**src/rtl/isram_arb_pkg.sv**
```systemverilog
// Shared types and default sizing for the ISRAM host/corelet arbiter.
package isram_arb_pkg;

  localparam int AW_DEF         = 7;
  localparam int DW_DEF         = 32;
  localparam int STARVE_MAX_DEF = 8;

  // Which requester, and which kind of access, owns the SRAM read-data
  // slot in the cycle after a grant.
  typedef enum logic [1:0] {
    NONE    = 2'd0,
    CORE_RD = 2'd1,
    HOST_RD = 2'd2,
    HOST_WR = 2'd3
  } owner_t;

endpackage

```
**src/rtl/arb_starve_ctr.sv**
```systemverilog
// Counts consecutive cycles in which the host asks but is denied, and
// raises o_force once the host has waited STARVE_MAX-1 cycles.
module arb_starve_ctr
  import isram_arb_pkg::*;
#(
  parameter int STARVE_MAX = STARVE_MAX_DEF
) (
  input  logic clk,
  input  logic reset_n,
  input  logic i_req,
  input  logic i_gnt,
  output logic o_force
);

  localparam int            CW  = (STARVE_MAX > 1) ? $clog2(STARVE_MAX) : 1;
  localparam logic [CW-1:0] SAT = CW'(STARVE_MAX - 1);

  logic [CW-1:0] r_cnt;

  // Denied-cycle counter: clears on grant or idle, saturates at SAT.
  // NOTE: sequential state uses non-blocking (<=) so every flop samples
  // pre-edge values; blocking here would create order-dependent races.
  always_ff @(posedge clk or negedge reset_n) begin
    if (!reset_n) begin
      r_cnt <= '0;
    end else if (!i_req || i_gnt) begin
      r_cnt <= '0;
    end else if (r_cnt != SAT) begin
      r_cnt <= r_cnt + 1'b1;
    end
  end

  assign o_force = i_req && (r_cnt == SAT);

endmodule

```
**src/rtl/isram_arb.sv**
```systemverilog
// Single-port ISRAM arbiter: the corelet has fixed priority, the host loader
// gets a forced grant after STARVE_MAX-1 denied cycles. Grant and SRAM pins
// are combinational in the request cycle; read data returns one cycle later.
module isram_arb
  import isram_arb_pkg::*;
#(
  parameter int AW         = AW_DEF,
  parameter int DW         = DW_DEF,
  parameter int STARVE_MAX = STARVE_MAX_DEF
) (
  input  logic          clk,
  input  logic          reset_n,
  // host loader
  input  logic          h_req,
  input  logic          h_we,
  input  logic [AW-1:0] h_addr,
  input  logic [DW-1:0] h_wdata,
  output logic          h_gnt,
  output logic          h_rvalid,
  output logic [DW-1:0] h_rdata,
  // corelet
  input  logic          c_req,
  input  logic [AW-1:0] c_addr,
  output logic          c_gnt,
  output logic          c_rvalid,
  output logic [DW-1:0] c_rdata,
  // ISRAM macro
  output logic [AW-1:0] I_A,
  output logic [DW-1:0] I_D,
  output logic          I_CEN,
  output logic          I_WEN,
  input  logic [DW-1:0] I_Q,
  output logic          starve_evt
);

  logic   w_force;
  logic   w_c_gnt;
  logic   w_h_gnt;
  owner_t r_owner;
  owner_t w_owner_nxt;

  arb_starve_ctr #(
    .STARVE_MAX (STARVE_MAX)
  ) u_starve (
    .clk     (clk),
    .reset_n (reset_n),
    .i_req   (h_req),
    .i_gnt   (w_h_gnt),
    .o_force (w_force)
  );

  // Grants are gated by reset_n so nothing reaches the SRAM while in reset.
  assign w_c_gnt    = reset_n && c_req && !w_force;
  assign w_h_gnt    = reset_n && h_req && (!c_req || w_force);
  assign c_gnt      = w_c_gnt;
  assign h_gnt      = w_h_gnt;
  assign starve_evt = reset_n && w_force;

  // Drive SRAM pins from this cycle's winner; idle pins are parked at
  // CEN/WEN high and address/data zero.
  // NOTE: every output of a combinational block gets a default first, so no
  // path leaves a signal unassigned and no latch is inferred.
  always_comb begin
    I_CEN = 1'b1;
    I_WEN = 1'b1;
    I_A   = '0;
    I_D   = '0;
    if (w_c_gnt) begin
      I_CEN = 1'b0;
      I_A   = c_addr;
    end else if (w_h_gnt) begin
      I_CEN = 1'b0;
      I_A   = h_addr;
      if (h_we) begin
        I_WEN = 1'b0;
        I_D   = h_wdata;
      end
    end
  end

  // Classify this cycle's grant so the next cycle knows who gets I_Q.
  always_comb begin
    w_owner_nxt = NONE;
    if (w_c_gnt) begin
      w_owner_nxt = CORE_RD;
    end else if (w_h_gnt) begin
      w_owner_nxt = h_we ? HOST_WR : HOST_RD;
    end
  end

  // Owner register; an asynchronous reset drops any pending read return.
  always_ff @(posedge clk or negedge reset_n) begin
    if (!reset_n) begin
      r_owner <= NONE;
    end else begin
      r_owner <= w_owner_nxt;
    end
  end

  assign c_rvalid = (r_owner == CORE_RD);
  assign h_rvalid = (r_owner == HOST_RD);
  assign c_rdata  = c_rvalid ? I_Q : '0;
  assign h_rdata  = h_rvalid ? I_Q : '0;

endmodule

```
**config.mk**
```make
export PLATFORM = sky130hd
export DESIGN_NAME = isram_arb
export DESIGN_NICKNAME = d
export VERILOG_FILES = /design/src/rtl/isram_arb_pkg.sv /design/src/rtl/arb_starve_ctr.sv /design/src/rtl/isram_arb.sv
export SDC_FILE = /design/constraint.sdc
export NUM_CORES = 1
export LEC_CHECK = 0
export BUFFER_PORTS_ARGS = -buffer_cell sky130_fd_sc_hd__buf_2
export CORE_AREA = 2 2 75 77
export DETAILED_ROUTE_END_ITERATION = 16
export DIE_AREA = 0 0 77 79
export HOLD_SLACK_MARGIN = 0.12
export SYNTH_ARGS = -nofsm -noshare
export SYNTH_HDL_FRONTEND = slang
export SYNTH_HIERARCHICAL = 1
export SYNTH_SLANG_ARGS = --single-unit
```
**constraint.sdc**
```tcl
create_clock -name clk -period 1.97 [get_ports clk]
set_input_delay 0.197 -clock clk [delete_from_list [all_inputs] [get_ports clk]]
set_output_delay 0.197 -clock clk [all_outputs]
set_load 0.005 [all_outputs]
```
==> flow_summary.yaml, run 1 <==
logic_synthesis:
  ys_seq_area_share_pct: 11.6
  ys_seq_elements: 5
  syn_area_sq_um: 1080
  avgSynthCellArea_sq_um: 6.83
  ys_warn_count: 6
  synth_fp_nets: 243
  netlist-cell-type-count: 20
  netlist_instances: 158
route:
  firstDrtPassIters: 4
  detail_route.vias_per_cell: 4.17
  drt_first_iter_violations: 36
  drc_errors: 0
  number_of_nets_still_failing_antenna_checks_after_routing: 0
  totalWireLength_mm: 5.32
  via_count: 1784
  avgRoutedWirePerCell_um: 12.4
die:
  dieHeight_um: 79
  initial_core_util_pct: 20.2
  floorplan.die.width_um: 77
  io_pins: 193
  area_inside_the_core_boundary_sq_um: 5340
  die-area_sq_um: 6080
  floorplan.rows: 27
finish:
  syn_to_final_growth_pct: 128
  layout.area.seq_sq_um: 125
  number_of_fill_cells_in_the_layout: 580
  multi_input_comb_area_sq_um: 1000
  post_route_cells_drive_above_1_share_pct: 66.6
  design_area_sq_um: 2460
  n_antenna_cell: 0
  num-nets-final: 442
  final_core_utilization_pct: 46.1
timing:
  slew_viols_final: 0
  clock_skew_ps: 3.54
  max_freq_ghz: 0.502
  timing.final.ws_setup_ps: -23.7
  rsz_0062_raised_after_global_routing: "yes"
  worst_slew_pin_slew_ps: 291
  fin_crit_sh_pct: 101
  layout_min_cycle_time_ps: 1990
  timing.max_slew.rel_slack_pct: 80.6
  count_of_endpoints_failing_setup_in_the_final_report: 17
  timing_hold_violations_final: 0
  timing.setup.tns_ps: -174
pwr:
  intPower_uw: 434
  worst_ir_drop_vdd_mv: 0.471
  power.share.switching_pct: 31.7
  power_density_cells_nw_per_um2: 259
  clkPwrFrac_pct: 32.0
  seq_power_share_pct: 18.1
  fin_total_pwr_uw: 636
  static-leakage-power_uw: 0.00152
  power.combinational.fraction_pct: 49.9
  netSwitchingPower_uw: 202
clock_tree:
  clock-sinks: 5
  htreeDepth: 1
  insertion_delay_ps: 230
  clock_tree_from_tritoncts: "done"
  cts.reportedPaths.clkPinSlew_ps: 40
  numCtsBuffers: 3
  cts-root-to-sink-buffers: 2
  clock_tree.root_cell: "sky130_fd_sc_hd__clkbuf_8"
status:
  failing_checks: "negative setup slack"
  status: "complete, but fails checks"
grt:
  grt_pass1_vias: 1657
  grt_util_all_layers_pct: 15.4
  largest_net_degree_at_the_start_of_global_routing: 34
  antenna_violations_before_repair: 0
  grt_pass1_wl_mm: 7.74
  globalRouteOverflowTotal: 0
place:
  port_buf_inserts: 192
  dp_worst_setup_slack_ps: 51.4
  detailedPlacementHpwl_mm: 3.88
  postPlaceCellArea_sq_um: 2110
  gp_routability_congestion: 0.780
worst_setup_path:
  critical_path.cell_chain: "ha_2 > ha_4 > and2_4 > nand2b_4 > and4_4 > and2_1 > buf_2"
  worst_setup_path_start_kind: "register"
  critical_path_required_ps: 1770
  critical_path.endpoint_type: "output port"
  timing_worst_setup_path_type: "reg -> out"
  cp_max_fo: 8
  path_delay_family: "simple AND/OR/NAND/NOR gates"
  slowest_stage: "sky130_fd_sc_hd__dfrtp_1"
  crit_buf_inv: 1
  max_stage_delay_ps: 390
  timing.critical_path.arrival_ps: 1800
hold_path:
  min_path_type: "in -> reg"
run:
  max_cap_violations: 0
worst paths after layout:
path,start,endpoint,slack (ps),cells past startpoint
worst min register to register,u_starve/r_cnt[1]$_DFFE_PN0P_,u_starve/r_cnt[1]$_DFFE_PN0P_,570,2
worst max register to register,u_starve/r_cnt[1]$_DFFE_PN0P_,u_starve/r_cnt[1]$_DFFE_PN0P_,210,8
min in group asynchronous,reset_n,u_starve/r_cnt[2]$_DFFE_PN0P_,560,3
worst min-delay path,h_we,r_owner[0]$_DFF_PN0_,300,3
worst max-delay path,u_starve/r_cnt[1]$_DFFE_PN0P_,I_D[30],-20,7
max in group asynchronous,reset_n,r_owner[0]$_DFF_PN0_,1260,3
synthesized netlist by cell type:
cell | instances | area (sq um)
sky130_fd_sc_hd__and2_1 | 98 | 613
sky130_fd_sc_hd__a21boi_0 | 8 | 60.1
sky130_fd_sc_hd__nand2_1 | 8 | 30.0
sky130_fd_sc_hd__nand3_1 | 7 | 35.0
sky130_fd_sc_hd__clkbuf_1 | 6 | 22.5
sky130_fd_sc_hd__dfrtp_1 | 5 | 125
sky130_fd_sc_hd__buf_2 | 4 | 20.0
sky130_fd_sc_hd__buf_6 | 3 | 33.8
sky130_fd_sc_hd__nor2_1 | 3 | 11.3
sky130_fd_sc_hd__and2b_1 | 2 | 15.0
sky130_fd_sc_hd__and3_1 | 2 | 12.5
sky130_fd_sc_hd__ha_1 | 2 | 25.0
sky130_fd_sc_hd__mux2i_1 | 2 | 20.0
sky130_fd_sc_hd__nand2b_1 | 2 | 12.5
sky130_fd_sc_hd__and2_2 | 1 | 7.51
sky130_fd_sc_hd__and4_4 | 1 | 11.3
sky130_fd_sc_hd__inv_1 | 1 | 3.75
sky130_fd_sc_hd__nor2b_1 | 1 | 6.26
sky130_fd_sc_hd__o21ai_0 | 1 | 5.00
sky130_fd_sc_hd__xor2_1 | 1 | 8.76
final cells by class:
cell class / count / share of cell area [%]
well taps: 72 / 3.66
repair buffers: 203 / 48.6
inverters: 1 / 0.153
flip-flops and latches: 5 / 5.09
clock buffers: 4 / 1.83
multi-input cells: 143 / 40.7
state kept, by name, summed over array words and instances, names as in the netlist:
register / flops
u_starve/r_cnt: 3
r_owner: 2
stage by stage:
stage	hold slack [ps]	instances
final	301	428
after global routing	312	428
after CTS	287	426
after detailed placement	172	416
after global placement	172	416
after floorplan	-98.6	158
cell families (layout without fill, tap and decap cells):
group | after synthesis | count (layout) | synth area share, %
adders and majority gates | 2 | 2 | 2.32
AOI/OAI and AO/OA | 9 | 9 | 6.03
muxes | 2 | 2 | 1.86
buffers and inverters | 14 | 208 | 7.42
xor gates and xnor gates | 1 | 1 | 0.812
DFF | 5 | 5 | 11.6
and+or+nand+nor | 125 | 129 | 70.0
worst reg2reg max path: stages, from the launching register on:
cell	delay, ps
sky130_fd_sc_hd__dfrtp_1	390
sky130_fd_sc_hd__ha_2	210
sky130_fd_sc_hd__ha_4	150
sky130_fd_sc_hd__and2_4	160
sky130_fd_sc_hd__nand2b_4	170
sky130_fd_sc_hd__buf_8	140
sky130_fd_sc_hd__and3_1	180
sky130_fd_sc_hd__nand2b_1	170
sky130_fd_sc_hd__nor2_1	120
power by group through the flow:
stage | Clock, uW | Combinational, uW | Sequential (uW)
after global routing | 220 | 353 | 116
after floorplan | 0 | 110 | 115
after global placement | 0 | 273 | 115
final | 204 | 318 | 115
after CTS | 211 | 300 | 115
after detailed placement | 0 | 276 | 116
per-layer routing:
metal  track usage, %  wire [um]  up-vias
met5                0          0        -
met4             2.68         79        0
met3             4.20        445        8
met2             28.6       2690       93
met1             18.0       2110      787
li1                 -          -      896
placed cells by master, fill, tap and decap left out:
master,instances
sky130_fd_sc_hd__a21boi_0,1
sky130_fd_sc_hd__a21boi_1,7
sky130_fd_sc_hd__and2_1,76
sky130_fd_sc_hd__and2_4,23
sky130_fd_sc_hd__and2b_1,2
sky130_fd_sc_hd__and3_1,2
sky130_fd_sc_hd__and4_4,5
sky130_fd_sc_hd__buf_2,170
sky130_fd_sc_hd__buf_4,8
sky130_fd_sc_hd__buf_6,23
sky130_fd_sc_hd__buf_8,1
sky130_fd_sc_hd__clkbuf_1,1
sky130_fd_sc_hd__clkbuf_8,3
sky130_fd_sc_hd__dfrtp_1,5
sky130_fd_sc_hd__dlygate4sd3_1,1
sky130_fd_sc_hd__ha_2,1
sky130_fd_sc_hd__ha_4,1
sky130_fd_sc_hd__inv_1,1
sky130_fd_sc_hd__mux2i_1,2
sky130_fd_sc_hd__nand2_1,8
sky130_fd_sc_hd__nand2b_1,1
sky130_fd_sc_hd__nand2b_4,1
sky130_fd_sc_hd__nand3_1,7
sky130_fd_sc_hd__nor2_1,3
sky130_fd_sc_hd__nor2b_2,1
sky130_fd_sc_hd__o21ai_0,1
sky130_fd_sc_hd__xor2_1,1
timing repair:
action	CTS	global route
hold buffers	1	0
gates resized for setup	21	43
gates cloned	4	0
endpoints found under the setup margin	41	40
pin swaps	9	31
endpoints found under the hold margin	5	0
setup buffers	1	2
No activity file was read; power rests on OpenSTA's default activity.
==> run 2: changes to the inputs <==
REMOVE_ABC_BUFFERS = 1   (was not set)
==> flow_summary.yaml, run 2 (synthesis results as in run 1) <==
status:
  status: "complete, but fails checks"
  failing_checks: "negative setup slack"
die:
  area_inside_the_core_boundary_sq_um: 5340
  dieHeight_um: 79
  floorplan.rows: 27
  initial_core_util_pct: 20.2
  die-area_sq_um: 6080
  floorplan.die.width_um: 77
  io_pins: 193
finish:
  mostFrequentLayoutCell: "sky130_fd_sc_hd__buf_2"
  n_antenna_cell: 0
  post_route_cells_drive_above_1_share_pct: 68.7
  number_of_fill_cells_in_the_layout: 562
  top_register: "u_starve/r_cnt"
  highest_count_cells_in_the_layout_ignoring_fill_and_taps: "168 x sky130_fd_sc_hd__buf_2, 73 x sky130_fd_sc_hd__and2_1, 27 x sky130_fd_sc_hd__buf_6, 26 x sky130_fd_sc_hd__and2_4, 9 x sky130_fd_sc_hd__buf_4"
  reg.largest.list: "u_starve/r_cnt x3, r_owner x2"
  layout.area.seq_sq_um: 125
  syn_to_final_growth_pct: 133
  finalNonFillerCells: 430
  largest_reg_flops: 3
  multi_input_comb_area_sq_um: 1020
  num-nets-final: 444
clock_tree:
  numCtsBuffers: 3
  cts.reportedPaths.clkPinSlew_ps: 30
  clock-sinks: 5
  clock_tree.root_cell: "sky130_fd_sc_hd__clkbuf_8"
  htreeDepth: 1
  cts-root-to-sink-buffers: 2
  clock_tree_from_tritoncts: "done"
  insertion_delay_ps: 220
worst_setup_path:
  crit_end: "I_D[3]"
  worst-r2r-setup-slack_ps: 180
  reg2reg_from: "u_starve/r_cnt[0]$_DFFE_PN0P_"
  critical_path.endpoint_type: "output port"
  timing.critical_path.arrival_ps: 1800
  count_of_cells_along_the_worst_register_to_register_path: 8
  critical_path_required_ps: 1770
  cp_max_fo: 8
  worst_setup_path_start_kind: "register"
  timing_worst_setup_path_type: "reg -> out"
  crit-reg2reg-capture: "u_starve/r_cnt[0]$_DFFE_PN0P_"
  cp-startpoint: "u_starve/r_cnt[0]$_DFFE_PN0P_"
timing:
  fin_crit_sh_pct: 102
  timing.max_slew.rel_slack_pct: 78.8
  max_freq_ghz: 0.500
  rsz_0062_raised_after_global_routing: "yes"
  worst_slew_pin_slew_ps: 317
  layout_min_cycle_time_ps: 2000
  timing.hold.ws_ps: 320
  timing_hold_violations_final: 0
  slew_viols_final: 0
  timing.final.ws_setup_ps: -29.6
  clock_skew_ps: 0.429
  count_of_endpoints_failing_setup_in_the_final_report: 11
route:
  drc_errors: 0
  drt_first_iter_violations: 27
  avgRoutedWirePerCell_um: 13.0
  firstDrtPassIters: 4
  via_count: 1799
  totalWireLength_mm: 5.58
  number_of_nets_still_failing_antenna_checks_after_routing: 0
  detail_route.vias_per_cell: 4.18
hold_path:
  min_path_type: "in -> reg"
grt:
  grt_util_all_layers_pct: 15.6
  globalRouteOverflowTotal: 0
  grt_pass1_vias: 1555
  antenna_violations_before_repair: 0
  grt_pass1_wl_mm: 7.79
  largest_net_degree_at_the_start_of_global_routing: 34
place:
  gp_routability_congestion: 0.763
  dp_worst_setup_slack_ps: 33.9
  detailedPlacementHpwl_mm: 3.94
  placedCellCount: 415
  port_buf_inserts: 192
pwr:
  worst_ir_drop_vdd_mv: 0.212
  power_density_cells_nw_per_um2: 251
  static-leakage-power_uw: 0.00154
run:
  max_cap_violations: 0
run 2: cell types whose count changed in the layout (fill, tap and decap cells not counted):
cell,delta
sky130_fd_sc_hd__buf_6,+4
sky130_fd_sc_hd__nand3_1,-2
sky130_fd_sc_hd__buf_2,-2
sky130_fd_sc_hd__nand3_2,+2
sky130_fd_sc_hd__and2_4,+3
sky130_fd_sc_hd__buf_8,-1
sky130_fd_sc_hd__a21boi_2,+2
sky130_fd_sc_hd__buf_4,+1
sky130_fd_sc_hd__a21boi_1,-2
sky130_fd_sc_hd__and2_1,-3
run 2: where the power goes:
| part | internal, uW | total [uW] | switching [uW] |
|---|---|---|---|
| sequential | 110 | 115 | 4.42 |
| combinational | 188 | 328 | 140 |
| clock | 139 | 189 | 49.9 |
| total | 437 | 631 | 194 |
run 2: final cells by class:
type / count / area share [%]
clock buffer: 4 / 1.79
inverter: 1 / 0.149
multi-input combinational: 143 / 40.8
sequential: 5 / 4.98
tap: 72 / 3.59
timing repair buffer: 205 / 48.7
run 2: routing by layer:
metal / GRT usage [%] / wire length, um
met1: 19.8 / 2180
met2: 26.7 / 2860
met3: 3.41 / 472
met4: 4.64 / 66
met5: 0 / 0
run 2: repair_timing:
| item | in CTS | in global routing |
|---|---|---|
| hold endpoints to repair | 5 | 0 |
| pin swaps | 11 | 32 |
| hold buffers | 1 | 0 |
| gates cloned | 4 | 2 |
| buffers inserted | 1 | 3 |
| setup endpoints to repair | 41 | 40 |
| resized for setup | 19 | 57 |
run 2: worst min-delay path by stage:
stage                        from                             to  slack (ps)  cells after the start
final                        h_we           r_owner[0]$_DFF_PN0_         320                      3
after global routing         h_we           r_owner[0]$_DFF_PN0_         340                      3
after CTS                    h_we           r_owner[0]$_DFF_PN0_         310                      3
after detailed placement  reset_n  u_starve/r_cnt[0]$_DFFE_PN0P_         170                      2
after global placement    reset_n  u_starve/r_cnt[1]$_DFFE_PN0P_         170                      2
after floorplan           reset_n           r_owner[0]$_DFF_PN0_        -100                      0
run 2: worst max-delay path, cell delays in order, from the launching register on:
cell and delay (ps):
sky130_fd_sc_hd__dfrtp_1 380, sky130_fd_sc_hd__ha_2 210, sky130_fd_sc_hd__ha_4 160, sky130_fd_sc_hd__and2_4 160, sky130_fd_sc_hd__nand2b_4 170, sky130_fd_sc_hd__and4_4 230, sky130_fd_sc_hd__and2_1 150, sky130_fd_sc_hd__buf_2 120
run 2: through the flow:
step           instance area [sq um]  util, %  setup TNS (ps)  total power (uW)
6_report                        2510     47.0            -129               631
4_1_cts                         2260     42.4           -9.88               603
2_1_floorplan                   1000        -               0               211
3_5_place_dp                    2100     39.3               0               390
3_3_place_gp                    2100     39.3               0               388
5_1_grt                         2510     47.0           -2110               677
==> run 3: changes to the inputs <==
CELL_PAD_IN_SITES_DETAIL_PLACEMENT = 1   (was not set)
CELL_PAD_IN_SITES_GLOBAL_PLACEMENT = 1   (was not set)
CORE_AREA = not set   (was 2 2 75 77)
CORE_MARGIN = 1.5   (was not set)
CORE_UTILIZATION = 15   (was not set)
DIE_AREA = not set   (was 0 0 77 79)
PLACE_DENSITY_LB_ADDON = 0.1   (was not set)
==> flow_summary.yaml, run 3 (synthesis results as in run 1) <==
worst_setup_path:
  critical_path_required_ps: 1770
  count_of_cells_along_the_worst_register_to_register_path: 8
  cp_max_fo: 8
  reg2reg_from: "u_starve/r_cnt[0]$_DFFE_PN0P_"
  crit-reg2reg-capture: "u_starve/r_cnt[0]$_DFFE_PN0P_"
  worst_setup_path_start_kind: "register"
  timing.critical_path.arrival_ps: 1770
  timing_worst_setup_path_type: "reg -> out"
  worst-r2r-setup-slack_ps: 190
  critical_path.endpoint_type: "output port"
clock_tree:
  cts.reportedPaths.clkPinSlew_ps: 40
  cts-root-to-sink-buffers: 2
  insertion_delay_ps: 220
  clock_tree_from_tritoncts: "done"
  clock_tree.root_cell: "sky130_fd_sc_hd__clkbuf_8"
  clock-sinks: 5
  numCtsBuffers: 3
  htreeDepth: 1
finish:
  num-nets-final: 441
  post_route_cells_drive_above_1_share_pct: 65.6
  n_antenna_cell: 0
  top_register: "u_starve/r_cnt"
  number_of_fill_cells_in_the_layout: 924
  multi_input_comb_area_sq_um: 993
  mostFrequentLayoutCell: "sky130_fd_sc_hd__buf_2"
  layout.area.seq_sq_um: 125
  highest_count_cells_in_the_layout_ignoring_fill_and_taps: "175 x sky130_fd_sc_hd__buf_2, 80 x sky130_fd_sc_hd__and2_1, 20 x sky130_fd_sc_hd__buf_6, 19 x sky130_fd_sc_hd__and2_4, 8 x sky130_fd_sc_hd__nand2_1"
  largest_reg_flops: 3
  syn_to_final_growth_pct: 127
  reg.largest.list: "u_starve/r_cnt x3, r_owner x2"
  design_area_sq_um: 2440
die:
  initial_core_util_pct: 15.7
  dieHeight_um: 87.8
  floorplan.die.width_um: 87.8
  floorplan.rows: 30
  die-area_sq_um: 7710
  io_pins: 193
  area_inside_the_core_boundary_sq_um: 6870
pwr:
  power_density_cells_nw_per_um2: 254
  worst_ir_drop_vdd_mv: 0.137
  netSwitchingPower_uw: 191
  power.combinational.fraction_pct: 51.2
  clkPwrFrac_pct: 30.3
  intPower_uw: 430
  seq_power_share_pct: 18.5
  static-leakage-power_uw: 0.00151
  power.share.switching_pct: 30.7
hold_path:
  hold_path_depth: 3
  min_path_type: "in -> reg"
  hold_path_end: "r_owner[0]$_DFF_PN0_"
  hold_path_startpoint: "h_we"
grt:
  largest_net_degree_at_the_start_of_global_routing: 34
  grt_util_all_layers_pct: 13.6
  globalRouteOverflowTotal: 0
  antenna_violations_before_repair: 0
  grt_pass1_wl_mm: 8.43
  grt_pass1_vias: 1731
timing:
  layout_min_cycle_time_ps: 1970
  rsz_0062_raised_after_global_routing: "yes"
  timing_hold_violations_final: 0
  fin_crit_sh_pct: 99.9
  worst_slew_pin_slew_ps: 415
  max_freq_ghz: 0.508
  timing.setup.tns_ps: 0
  count_of_endpoints_failing_setup_in_the_final_report: 0
  timing.max_slew.rel_slack_pct: 72.3
  clock_skew_ps: 0.645
  slew_viols_final: 0
route:
  totalWireLength_mm: 5.96
  via_count: 1846
  detail_route.vias_per_cell: 4.09
  avgRoutedWirePerCell_um: 13.2
  drc_errors: 0
  firstDrtPassIters: 4
  drt_first_iter_violations: 17
  number_of_nets_still_failing_antenna_checks_after_routing: 0
run:
  max_cap_violations: 0
place:
  detailedPlacementHpwl_mm: 4.57
  port_buf_inserts: 192
  gp_routability_congestion: 0.731
  postPlaceCellArea_sq_um: 2130
status:
  status: "completed"
## run 3: changes by cell type in the layout (fill, tap and decap cells not counted)
cell / delta
sky130_fd_sc_hd__nand3_2: -2
sky130_fd_sc_hd__a21boi_2: -1
sky130_fd_sc_hd__and2_1: +7
sky130_fd_sc_hd__buf_4: -3
sky130_fd_sc_hd__nand3_1: +2
sky130_fd_sc_hd__and2_4: -7
sky130_fd_sc_hd__buf_2: +7
sky130_fd_sc_hd__a21boi_1: +1
sky130_fd_sc_hd__buf_6: -7
## run 3: what timing repair did
action                                  CTS  global route
endpoints found under the hold margin     5             0
cloned                                    4             1
buffers inserted                          1             1
pin swaps                                26            16
gates resized for setup                  19            39
hold buffers                              1             0
endpoints found under the setup margin   41            40
## run 3: final cells by class
type                            count  share of cell area (%)
Inverter                            1                   0.154
Clock buffer                        4                    1.84
Timing Repair Buffer              202                    47.3
Multi-Input combinational cell    143                    40.7
Sequential cell                     5                    5.12
Tap cell                           96                    4.92
## run 3: worst max-delay path by stage
stage / startpoint / endpoint / slack [ps] / depth (start not counted)
after detailed placement: u_starve/r_cnt[0]$_DFFE_PN0P_ / I_D[22] / -10 / 7
after global routing: u_starve/r_cnt[1]$_DFFE_PN0P_ / I_D[16] / -80 / 7
after global placement: u_starve/r_cnt[0]$_DFFE_PN0P_ / I_D[22] / 50 / 7
final: u_starve/r_cnt[0]$_DFFE_PN0P_ / I_D[16] / 2 / 7
after CTS: u_starve/r_cnt[1]$_DFFE_PN0P_ / I_D[1] / 2 / 7
after floorplan: u_starve/r_cnt[0]$_DFFE_PN0P_ / I_D[0] / 40 / 6
## run 3: power by group through the flow
stage	clock [uW]	combinational (uW)	sequential, uW
finish	188	318	115
global route	202	355	116
CTS	196	303	115
detailed placement	0	281	116
global placement	0	280	116
floorplan	0	96.1	115
## run 3: worst max-delay path, stage by stage (launching register included)
cell and delay, ps:
sky130_fd_sc_hd__dfrtp_1 380, sky130_fd_sc_hd__ha_2 210, sky130_fd_sc_hd__ha_4 160, sky130_fd_sc_hd__and2_4 140, sky130_fd_sc_hd__nand2b_4 170, sky130_fd_sc_hd__and4_4 230
sky130_fd_sc_hd__and2_1 140, sky130_fd_sc_hd__buf_2 120
## run 3: per-layer routing
metal  wire (um)  vias to the layer above  track usage (%)
li1            -                      893                -
met4          25                        0             2.16
met5           0                        -                0
met1        2080                      819             14.8
met3         837                        2             4.05
met2        3020                      132             26.0
## run 3: metrics by stage
| step | setup slack, ps | utilization [%] | hold slack, ps | total power [uW] | instances |
|---|---|---|---|---|---|
| global route | -76.0 | 35.6 | 349 | 672 | 451 |
| finish | 1.77 | 35.6 | 318 | 621 | 451 |
| floorplan | 40.9 | - | -98.6 | 211 | 145 |
| global placement | 47.9 | 31.0 | 108 | 395 | 439 |
| detailed placement | -12.2 | 31.0 | 108 | 397 | 439 |
| CTS | 1.56 | 33.3 | 314 | 614 | 449 |
